<file path="src/rtl/serial_pattern_tx.sv">
// Frame serializer: sync pattern, then the data word MSB-first, then a zero gap.
// All outputs are registered from the next-state view, so nothing from i_valid/i_data reaches an output combinationally.
module serial_pattern_tx #(
    parameter int                DATA_W       = 8,
    parameter int                SYNC_W       = 4,
    parameter logic [SYNC_W-1:0] SYNC_PATTERN = 4'b1011,
    parameter int                IDLE_GAP     = 2
) (
    input  logic              clk,
    input  logic              rstn,
    input  logic              i_valid,
    input  logic [DATA_W-1:0] i_data,
    output logic              o_ready,
    output logic              o_sdata,
    output logic              o_sactive,
    output logic              o_sync,
    output logic              o_done
);

    localparam int MAX_A    = (SYNC_W > DATA_W) ? SYNC_W : DATA_W;
    localparam int MAX_N    = (MAX_A > IDLE_GAP) ? MAX_A : IDLE_GAP;
    localparam int CW       = $clog2(MAX_N + 1);
    localparam int GAP_LAST = (IDLE_GAP > 0) ? IDLE_GAP - 1 : 0;

    typedef enum logic [1:0] {IDLE, SYNC, DATA, GAP} state_t;

    state_t            state, state_n;
    logic [CW-1:0]     cnt, cnt_n;
    logic [DATA_W-1:0] word_q, word_d;
    logic [SYNC_W-1:0] sync_q, sync_d;
    logic              nxt_ready, nxt_sdata, nxt_sactive, nxt_sync, nxt_done;

    always_ff @(posedge clk or negedge rstn) begin
        if (!rstn) begin
            state     <= IDLE;
            cnt       <= '0;
            word_q    <= '0;
            sync_q    <= '0;
            o_ready   <= 1'b0;
            o_sdata   <= 1'b0;
            o_sactive <= 1'b0;
            o_sync    <= 1'b0;
            o_done    <= 1'b0;
        end else begin
            state     <= state_n;
            cnt       <= cnt_n;
            word_q    <= word_d;
            sync_q    <= sync_d;
            o_ready   <= nxt_ready;
            o_sdata   <= nxt_sdata;
            o_sactive <= nxt_sactive;
            o_sync    <= nxt_sync;
            o_done    <= nxt_done;
        end
    end

    // Both shift registers present their current bit at the MSB.
    always_comb begin
        state_n = state;
        cnt_n   = cnt;
        word_d  = word_q;
        sync_d  = sync_q;
        case (state)
            IDLE: begin
                if (i_valid && o_ready) begin
                    state_n = SYNC;
                    cnt_n   = '0;
                    word_d  = i_data;
                    sync_d  = SYNC_PATTERN;
                end
            end
            SYNC: begin
                if (cnt == CW'(SYNC_W - 1)) begin
                    state_n = DATA;
                    cnt_n   = '0;
                end else begin
                    cnt_n  = cnt + CW'(1);
                    sync_d = sync_q << 1;
                end
            end
            DATA: begin
                if (cnt == CW'(DATA_W - 1)) begin
                    state_n = (IDLE_GAP > 0) ? GAP : IDLE;
                    cnt_n   = '0;
                end else begin
                    cnt_n  = cnt + CW'(1);
                    word_d = word_q << 1;
                end
            end
            GAP: begin
                if (cnt == CW'(GAP_LAST)) begin
                    state_n = IDLE;
                    cnt_n   = '0;
                end else begin
                    cnt_n = cnt + CW'(1);
                end
            end
            default: begin
                state_n = IDLE;
                cnt_n   = '0;
            end
        endcase
    end

    always_comb begin
        nxt_ready   = (state_n == IDLE);
        nxt_sactive = (state_n == SYNC) || (state_n == DATA);
        nxt_sync    = (state_n == SYNC);
        nxt_done    = (state_n == DATA) && (cnt_n == CW'(DATA_W - 1));
        nxt_sdata   = 1'b0;
        if (state_n == SYNC)
            nxt_sdata = sync_d[SYNC_W-1];
        else if (state_n == DATA)
            nxt_sdata = word_d[DATA_W-1];
    end

endmodule
</file>
<file path="config.mk">
export PLATFORM = sky130hd
export DESIGN_NAME = serial_pattern_tx
export DESIGN_NICKNAME = d
export VERILOG_FILES = /design/src/rtl/serial_pattern_tx.sv
export SDC_FILE = /design/constraint.sdc
export NUM_CORES = 1
export LEC_CHECK = 0
export BUFFER_PORTS_ARGS = -buffer_cell sky130_fd_sc_hd__buf_2
export CORE_AREA = 2 2 50 52
export CTS_BUF_LIST = sky130_fd_sc_hd__clkbuf_2
export DETAILED_ROUTE_END_ITERATION = 10
export DIE_AREA = 0 0 52 54
export PLACE_DENSITY = 0.8
export SETUP_SLACK_MARGIN = 0.4
export SLEW_MARGIN = 15
export SYNTH_ARGS = -nofsm -noshare
export SYNTH_HDL_FRONTEND = slang
export SYNTH_SLANG_ARGS = --single-unit
</file>
<file path="constraint.sdc">
create_clock -name clk -period 3.4 [get_ports clk]
set_clock_uncertainty 0.2 [all_clocks]
set_input_delay 0.68 -clock clk [delete_from_list [all_inputs] [get_ports clk]]
set_output_delay 0.68 -clock clk [all_outputs]
set_load 0.02 [all_outputs]
</file>
==> results of run 1 <==
==> cells in the mapped netlist (all sizes together) (2+ instances only) <==
master	count	area [sq um]
nand2b	3	18.8
nand3	2	10.0
nor2	3	11.3
dfrtp	23	576
nor2b	5	31.3
a22oi	6	45.0
buf	6	32.5
nand2	23	86.3
o21ai	4	20.0
ha	5	62.6
nor4	2	12.5
inv	9	33.8
a21oi	3	15.0
and2	2	15.0
a31oi	2	12.5
==> registers in the layout (all words and copies together) (netlist names) <==
| signal | cells |
|---|---|
| state | 2 |
| o_sdata | 1 |
| sync_q | 4 |
| cnt | 4 |
| o_done | 1 |
| o_ready | 1 |
| o_sactive | 1 |
| word_q | 8 |
| o_sync | 1 |
==> cells by family after synthesis <==
family,count (synthesis),share of synthesized area [%]
buffers and inverters,16,5.68
adder cells (fa/ha/maj),5,5.08
AND/OR/NAND/NOR,49,22.4
flip-flops,23,46.7
AO/OA/AOI/OAI,30,18.6
XOR/XNOR,1,0.711
multiplexers,1,0.812
==> per-layer routing <==
metal  share of wire [%]  up-vias  global-route usage (%)
li1                    -      468                       -
met1                  44      463                    21.4
met2                  51       13                    34.2
met3                 3.0        5                    3.33
met4                 1.5        0                    6.58
met5                   0        -                       0
==> worst register-to-register path: cells and delay by family (launching register included) <==
kind / cells / cell delay, ns
flops: 1 / 0.50
fa+ha+maj: 2 / 0.59
simple gates: 2 / 0.48
compound gates: 3 / 0.56
==> stage by stage <==
stage               hold WS (ns)  cells  power (mW)  area (sq um)
floorplan                  0.184    125       0.963          1230
global placement           0.265    164        1.07          1320
detailed placement         0.274    164        1.10          1320
CTS                       0.0683    168        1.21          1340
global route              0.0761    168        1.32          1340
finish                    0.0704    168        1.20          1340
==> cell usage in the layout, fill, tap and decap left out, drive strengths merged, types with 2 or more instances in the layout <==
cell    synthesis  routed
inv             9       9
a22oi           6       6
nand2          23      23
nand2b          3       3
nor2b           5       5
a31oi           2       2
o21ai           4       4
dfrtp          23      23
a21oi           3       3
nor2            3       3
nand3           2       2
buf             6      16
nor4            2       2
ha              5       5
and2            2       2
clkbuf          1       3
==> worst max path at each step <==
stage,to,from,cells past startpoint
after floorplan,o_done$_DFF_PN0_,cnt[0]$_DFF_PN0_,8
after global placement,o_done$_DFF_PN0_,cnt[0]$_DFF_PN0_,7
after detailed placement,o_done$_DFF_PN0_,cnt[0]$_DFF_PN0_,7
after CTS,o_done$_DFF_PN0_,cnt[0]$_DFF_PN0_,7
after global routing,o_done$_DFF_PN0_,cnt[0]$_DFF_PN0_,7
final,o_done$_DFF_PN0_,cnt[0]$_DFF_PN0_,7
==> final cells by class <==
type,instances,area [sq um]
Timing Repair Buffer,16,82.6
Inverter,9,33.8
Sequential cell,23,576
Clock buffer,3,15.0
Fill cell,204,983
Tap cell,30,37.5
Multi-Input combinational cell,86,587
Clock inverter,1,5.00
==> power groups by stage <==
stage	Combinational (mW)	Clock [mW]	Sequential [mW]
6_report	0.583	0.108	0.509
5_1_grt	0.667	0.122	0.528
4_1_cts	0.588	0.114	0.508
3_5_place_dp	0.586	0	0.515
3_3_place_gp	0.559	0	0.510
2_1_floorplan	0.484	0	0.479
==> flow_metrics.tcl, run 1 <==
set metrics [dict create \
    p_seq_share_pct 42.4 \
    worstPathMaxFanout 8 \
    worstSetupPathType "reg2reg" \
    detail_route.wirelength_mm 2.33 \
    detail-route-antenna-nets 0 \
    clkSlewWorstSetupHoldPaths_ns 0.21 \
    grt_use_total_pct 18.5 \
    dp_worst_setup_slack_ns 1.05 \
    core.rowCount 18 \
    worst_path_most_repeated_cell "sky130_fd_sc_hd__ha_1" \
    postSynthAreaPerCell_sq_um 9.86 \
    drive_above_1_share_pct 19.6 \
    hold_violations 0 \
    cts_hold_buf 0 \
    hpwl_mm 1.74 \
    dieWidth_um 52 \
    ys_seq_area_share_pct 46.7 \
    setup_repair_after_global_routing_missed_its_margin "no" \
    drt-wirelength-per-cell_um 13.9 \
    timing.critical_path.arrival_ns 2.47 \
    total_nets_final 155 \
    critPathLaunchType "flop" \
    cts_max_path_buffers 2 \
    total_switching_power_mw 0.527 \
    tightest_slew_ns 0.559 \
    worstReg2RegStart "cnt[0]$_DFF_PN0_" \
    p_leak_nw 0.666 \
    fmax_ghz 0.419 \
    die_height_um 54 \
    slowest_delay_ns 0.50 \
    cts-resized-gates 0 \
    cts_max_level 1 \
    post-cts-setup-buffer-count 0 \
    die-area_sq_um 2810 \
    tns_ns 0 \
    ff2ff_path_depth 7 \
    final.setup.worst_slack_ns 1.01 \
    worst-endpoint-required_ns 3.48 \
    clock_latency_ns 0.33 \
    timing.max_slew.rel_slack_pct 62.5 \
    diodes 0 \
    globalRouteOverflowTotal 0 \
    clock-root-buffer "sky130_fd_sc_hd__clkbuf_2" \
    synth_async_sr_flop_share_pct 100 \
    final_report_setup_violation_count 0 \
    edff_count_synth 0 \
    path_delay_family "adder cells" \
    min_period_over_period_pct 70.2 \
    synth-warning-count 0 \
    start_util_pct 53.1 \
    postSynth.topFlopCell "sky130_fd_sc_hd__dfrtp_1" \
    synth_cell_types 44 \
    io_buffer_count 15 \
    drv_cap 0 \
    layout_min_cycle_time_ns 2.39 \
    io_pins 16 \
    routed_via_density 5.65 \
    number_of_drc_markers_after_the_initial_detailed_route_iteration 37 \
    route.vias.total 949 \
    number_of_detailed_route_iterations_in_the_first_pass 4 \
    syn_to_final_growth_pct 8.43 \
    internal-power_mw 0.674 \
    power_per_cell_area_nw_per_um2 899 \
    hold_path.class "in2async" \
    grt_pass1_wl_mm 3.77 \
    grt_max_degree 24 \
    synth_fp_nets 141 \
    cts_tree "yes" \
    finalMaxSlewViolations 0 \
    rr_endpoint "o_done$_DFF_PN0_" \
    run_status "finished, final reports clean" \
    post_synth_inst_count 125 \
    tritoncts.num_buffers 3 \
    final_core_util_pct 57.6 \
    cpMaxStageDelayCell "sky130_fd_sc_hd__dfrtp_1" \
    irDropWorstVdd_mv 0.519 \
    floorplan.core_area_sq_um 2320 \
    end_kind "flop" \
    register_to_register_path_setup_slack_ns 1.01 \
    netlist_area_sq_um 1230 \
    clockPowerShare_pct 9.0 \
    p_sw_share_pct 43.9 \
    combPwrFrac_pct 48.6 \
    flops_latches_synth 23 \
    antenna_found_initial 0 \
    tritoncts_num_sinks 23 \
    path_cells "ha_1 -> nor2b_1 -> a21oi_1 -> o221ai_1 -> ha_1 -> a21boi_0 -> and4bb_1" \
    finalWeightedCongestion 0.846 \
    post-route-drc-count 0 \
    first_global_vias 899 \
    worstPathBufferInverterCount 0 \
]
(Power assumes the default switching activity.)
==> run 2, diff against run 1 <==
--- a/config.mk
+++ b/config.mk
@@ -5,11 +5,12 @@
 export SDC_FILE = /design/constraint.sdc
 export NUM_CORES = 1
 export LEC_CHECK = 0
+export ABC_AREA = 1
 export BUFFER_PORTS_ARGS = -buffer_cell sky130_fd_sc_hd__buf_2
-export CORE_AREA = 2 2 50 52
+export CORE_AREA = 2 2 49 51
 export CTS_BUF_LIST = sky130_fd_sc_hd__clkbuf_2
 export DETAILED_ROUTE_END_ITERATION = 10
-export DIE_AREA = 0 0 52 54
+export DIE_AREA = 0 0 51 53
 export PLACE_DENSITY = 0.8
 export SETUP_SLACK_MARGIN = 0.4
 export SLEW_MARGIN = 15
==> constraint.sdc (replaced) <==
create_clock -name clk -period 2.4 [get_ports clk]
set_clock_uncertainty 0.2 [all_clocks]
set_input_delay 0.48 -clock clk [delete_from_list [all_inputs] [get_ports clk]]
set_output_delay 0.48 -clock clk [all_outputs]
set_load 0.02 [all_outputs]
==> flow_metrics.tcl, run 2 <==
set metrics [dict create \
    run_status "finished, final reports clean" \
    synth_async_sr_flop_share_pct 100 \
    power_per_cell_area_nw_per_um2 1230 \
    io_buffer_count 15 \
    final_core_util_pct 63.9 \
    synth_area_leaders "sky130_fd_sc_hd__dfrtp_1, sky130_fd_sc_hd__nand2_1, sky130_fd_sc_hd__nand3_1" \
    biggestRegsByFlops "word_q (8), cnt (4), sync_q (4)" \
    finalMaxSlewViolations 0 \
    synth_fp_nets 148 \
    post_synth_inst_count 132 \
    ys_seq_area_share_pct 49.1 \
    setup_repair_after_global_routing_missed_its_margin "no" \
    clock_latency_ns 0.33 \
    hpwl_mm 1.69 \
    die-area_sq_um 2700 \
    tritoncts.num_buffers 3 \
    grt_util_met2_pct 33.3 \
    postSynthAreaPerCell_sq_um 8.87 \
    final_common_cell "sky130_fd_sc_hd__nand2_1" \
    post_synth_mux_area_share_pct 0 \
    worstSetupPathType "reg2reg" \
    regMostFlops "word_q" \
    timing.critical_path.arrival_ns 1.90 \
    syn_to_final_growth_pct 17.3 \
    critPathLaunchType "flop" \
    edff_count_synth 0 \
    final_report_setup_violation_count 0 \
    grt.met1_usage_pct 24.7 \
    detail-route-antenna-nets 0 \
    placedCellCount 175 \
    rr_endpoint "o_sdata$_DFF_PN0_" \
    clock-root-buffer "sky130_fd_sc_hd__clkbuf_2" \
    irDropWorstVdd_mv 0.711 \
    drt-wirelength-per-cell_um 12.6 \
    number_of_drc_markers_after_the_initial_detailed_route_iteration 18 \
    timing.max_slew.rel_slack_pct 65.9 \
    post_synth_most_frequent_cells "sky130_fd_sc_hd__nand2_1, sky130_fd_sc_hd__dfrtp_1, sky130_fd_sc_hd__nand3_1, sky130_fd_sc_hd__inv_1, sky130_fd_sc_hd__nor2_1" \
    synth_compound_area_share_pct 4.81 \
    flops_latches_synth 23 \
    antenna_found_initial 0 \
    tns_ns 0 \
    synth_simple_gate_area_share_pct 33.9 \
    worstPathMaxFanout 6 \
    floorplan.core_area_sq_um 2150 \
    worst_hold_startpoint "i_data[1]" \
    hold_violations 0 \
    total_nets_final 175 \
    finalWeightedCongestion 0.828 \
    layout_min_cycle_time_ns 1.86 \
    synth.most_common_cell "sky130_fd_sc_hd__nand2_1" \
    postSynth.topFlopCell "sky130_fd_sc_hd__dfrtp_1" \
    diodes 0 \
    register_to_register_path_setup_slack_ns 0.54 \
    netlist_area_sq_um 1170 \
    synth-warning-count 0 \
    finish.cell_count_without_fillers 186 \
    start_util_pct 54.5 \
    cts_tree "yes" \
    dominant_combinational_cell_family_by_area_after_synthesis "simple AND/OR/NAND/NOR gates" \
    globalRouteOverflowTotal 0 \
    first_global_vias 903 \
    grt_use_total_pct 19.2 \
    design_power_total_mw 1.69 \
    largest_reg_flops 8 \
    hold_path.class "in2reg" \
    drive_above_1_share_pct 32.9 \
    ff2ff_path_depth 7 \
    most-common-layout-cells "sky130_fd_sc_hd__nand2_1, sky130_fd_sc_hd__dfrtp_1, sky130_fd_sc_hd__nand3_1" \
    hold_depth 3 \
    grt_max_degree 24 \
    dieWidth_um 51 \
    m3_gr_usage_pct 3.39 \
    cts_max_level 1 \
    core.rowCount 17 \
    end_kind "flop" \
    cts_max_path_buffers 2 \
    p_leak_nw 0.732 \
    io_pins 16 \
    fmax_ghz 0.538 \
    multi_input_area_sq_um 531 \
    endpoint_with_the_worst_hold_slack "word_q[1]$_DFFE_PN0P_" \
    worstReg2RegStart "state[1]$_DFF_PN0_" \
    synth_cell_types 23 \
    synth_fa_ha_area_share_pct 5.34 \
    clkSlewWorstSetupHoldPaths_ns 0.21 \
    ff_latch_area_sq_um 578 \
    number_of_detailed_route_iterations_in_the_first_pass 4 \
    synth_top_area_share_pct 49.1 \
    synth_top_cell_by_area "sky130_fd_sc_hd__dfrtp_1" \
    tritoncts_num_sinks 23 \
    die_height_um 53 \
    grt_pass1_wl_mm 3.85 \
    route.vias.total 953 \
    tightest_slew_ns 0.512 \
    routed_via_density 5.12 \
    grt_busiest_layer "met2" \
    drv_cap 0 \
    fill_cells 177 \
    yosys.area_share.xor_xnor_pct 0 \
    detail_route.wirelength_mm 2.34 \
    post-route-drc-count 0 \
    worst-endpoint-required_ns 2.44 \
    min_period_over_period_pct 77.5 \
]
## run 2: final cells by class
cell class / count / area share, %
clock buffer: 4 / 1.46
inverter: 20 / 5.83
multi-input combinational: 89 / 38.6
sequential: 23 / 42.1
tap: 28 / 2.55
timing repair buffer: 22 / 9.47
## run 2: what timing repair did
| action | 4_1_cts | 5_1_grt |
|---|---|---|
| setup endpoints to repair | 0 | 3 |
| setup buffers | 0 | 6 |
| endpoints found under the hold margin | 23 | 0 |
| resized for setup | 0 | 7 |
| hold buffers | 1 | 0 |
## run 2: worst max-delay path: stages, from the launching register on
cell	delay, ns
sky130_fd_sc_hd__dfrtp_1	0.51
sky130_fd_sc_hd__nor2_2	0.25
sky130_fd_sc_hd__nand2_2	0.18
sky130_fd_sc_hd__nand4_1	0.20
sky130_fd_sc_hd__inv_1	0.08
sky130_fd_sc_hd__ha_1	0.22
sky130_fd_sc_hd__nand3b_1	0.08
sky130_fd_sc_hd__nand2_1	0.05
## run 2: per-layer routing
metal,vias to the layer above,wire length [um]
met5,-,0
met4,0,25
met3,4,85
met2,16,1140
met1,452,1090
li1,481,-
## run 2: stage by stage
stage / instance area, sq um / hold WS, ns / setup WS, ns
2_1_floorplan: 1170 / -0.0156 / 0.681
3_3_place_gp: 1280 / 0.255 / 0.552
3_5_place_dp: 1280 / 0.269 / 0.449
4_1_cts: 1310 / 0.144 / 0.411
5_1_grt: 1370 / 0.135 / 0.399
6_report: 1370 / 0.152 / 0.541
## run 2: worst max-delay path by stage
| stage | start | endpoint | slack, ns | cells after the start |
|---|---|---|---|---|
| floorplan | cnt[0]$_DFF_PN0_ | o_sdata$_DFF_PN0_ | 0.68 | 8 |
| global placement | cnt[0]$_DFF_PN0_ | o_done$_DFF_PN0_ | 0.55 | 8 |
| detailed placement | cnt[0]$_DFF_PN0_ | o_done$_DFF_PN0_ | 0.45 | 8 |
| CTS | cnt[0]$_DFF_PN0_ | o_done$_DFF_PN0_ | 0.41 | 8 |
| global route | cnt[1]$_DFF_PN0_ | o_done$_DFF_PN0_ | 0.40 | 9 |
| finish | state[1]$_DFF_PN0_ | o_sdata$_DFF_PN0_ | 0.54 | 7 |
## run 2: logic make-up after synthesis
family,after synthesis
fa+ha+maj,5
flops,23
simple gates,76
buf+inv,20
compound gates,8
## run 2: report_power, final
| part | internal (mW) | switching, mW |
|---|---|---|
| clock network | 0.0441 | 0.113 |
| registers | 0.554 | 0.107 |
| logic | 0.336 | 0.540 |
| total | 0.934 | 0.761 |
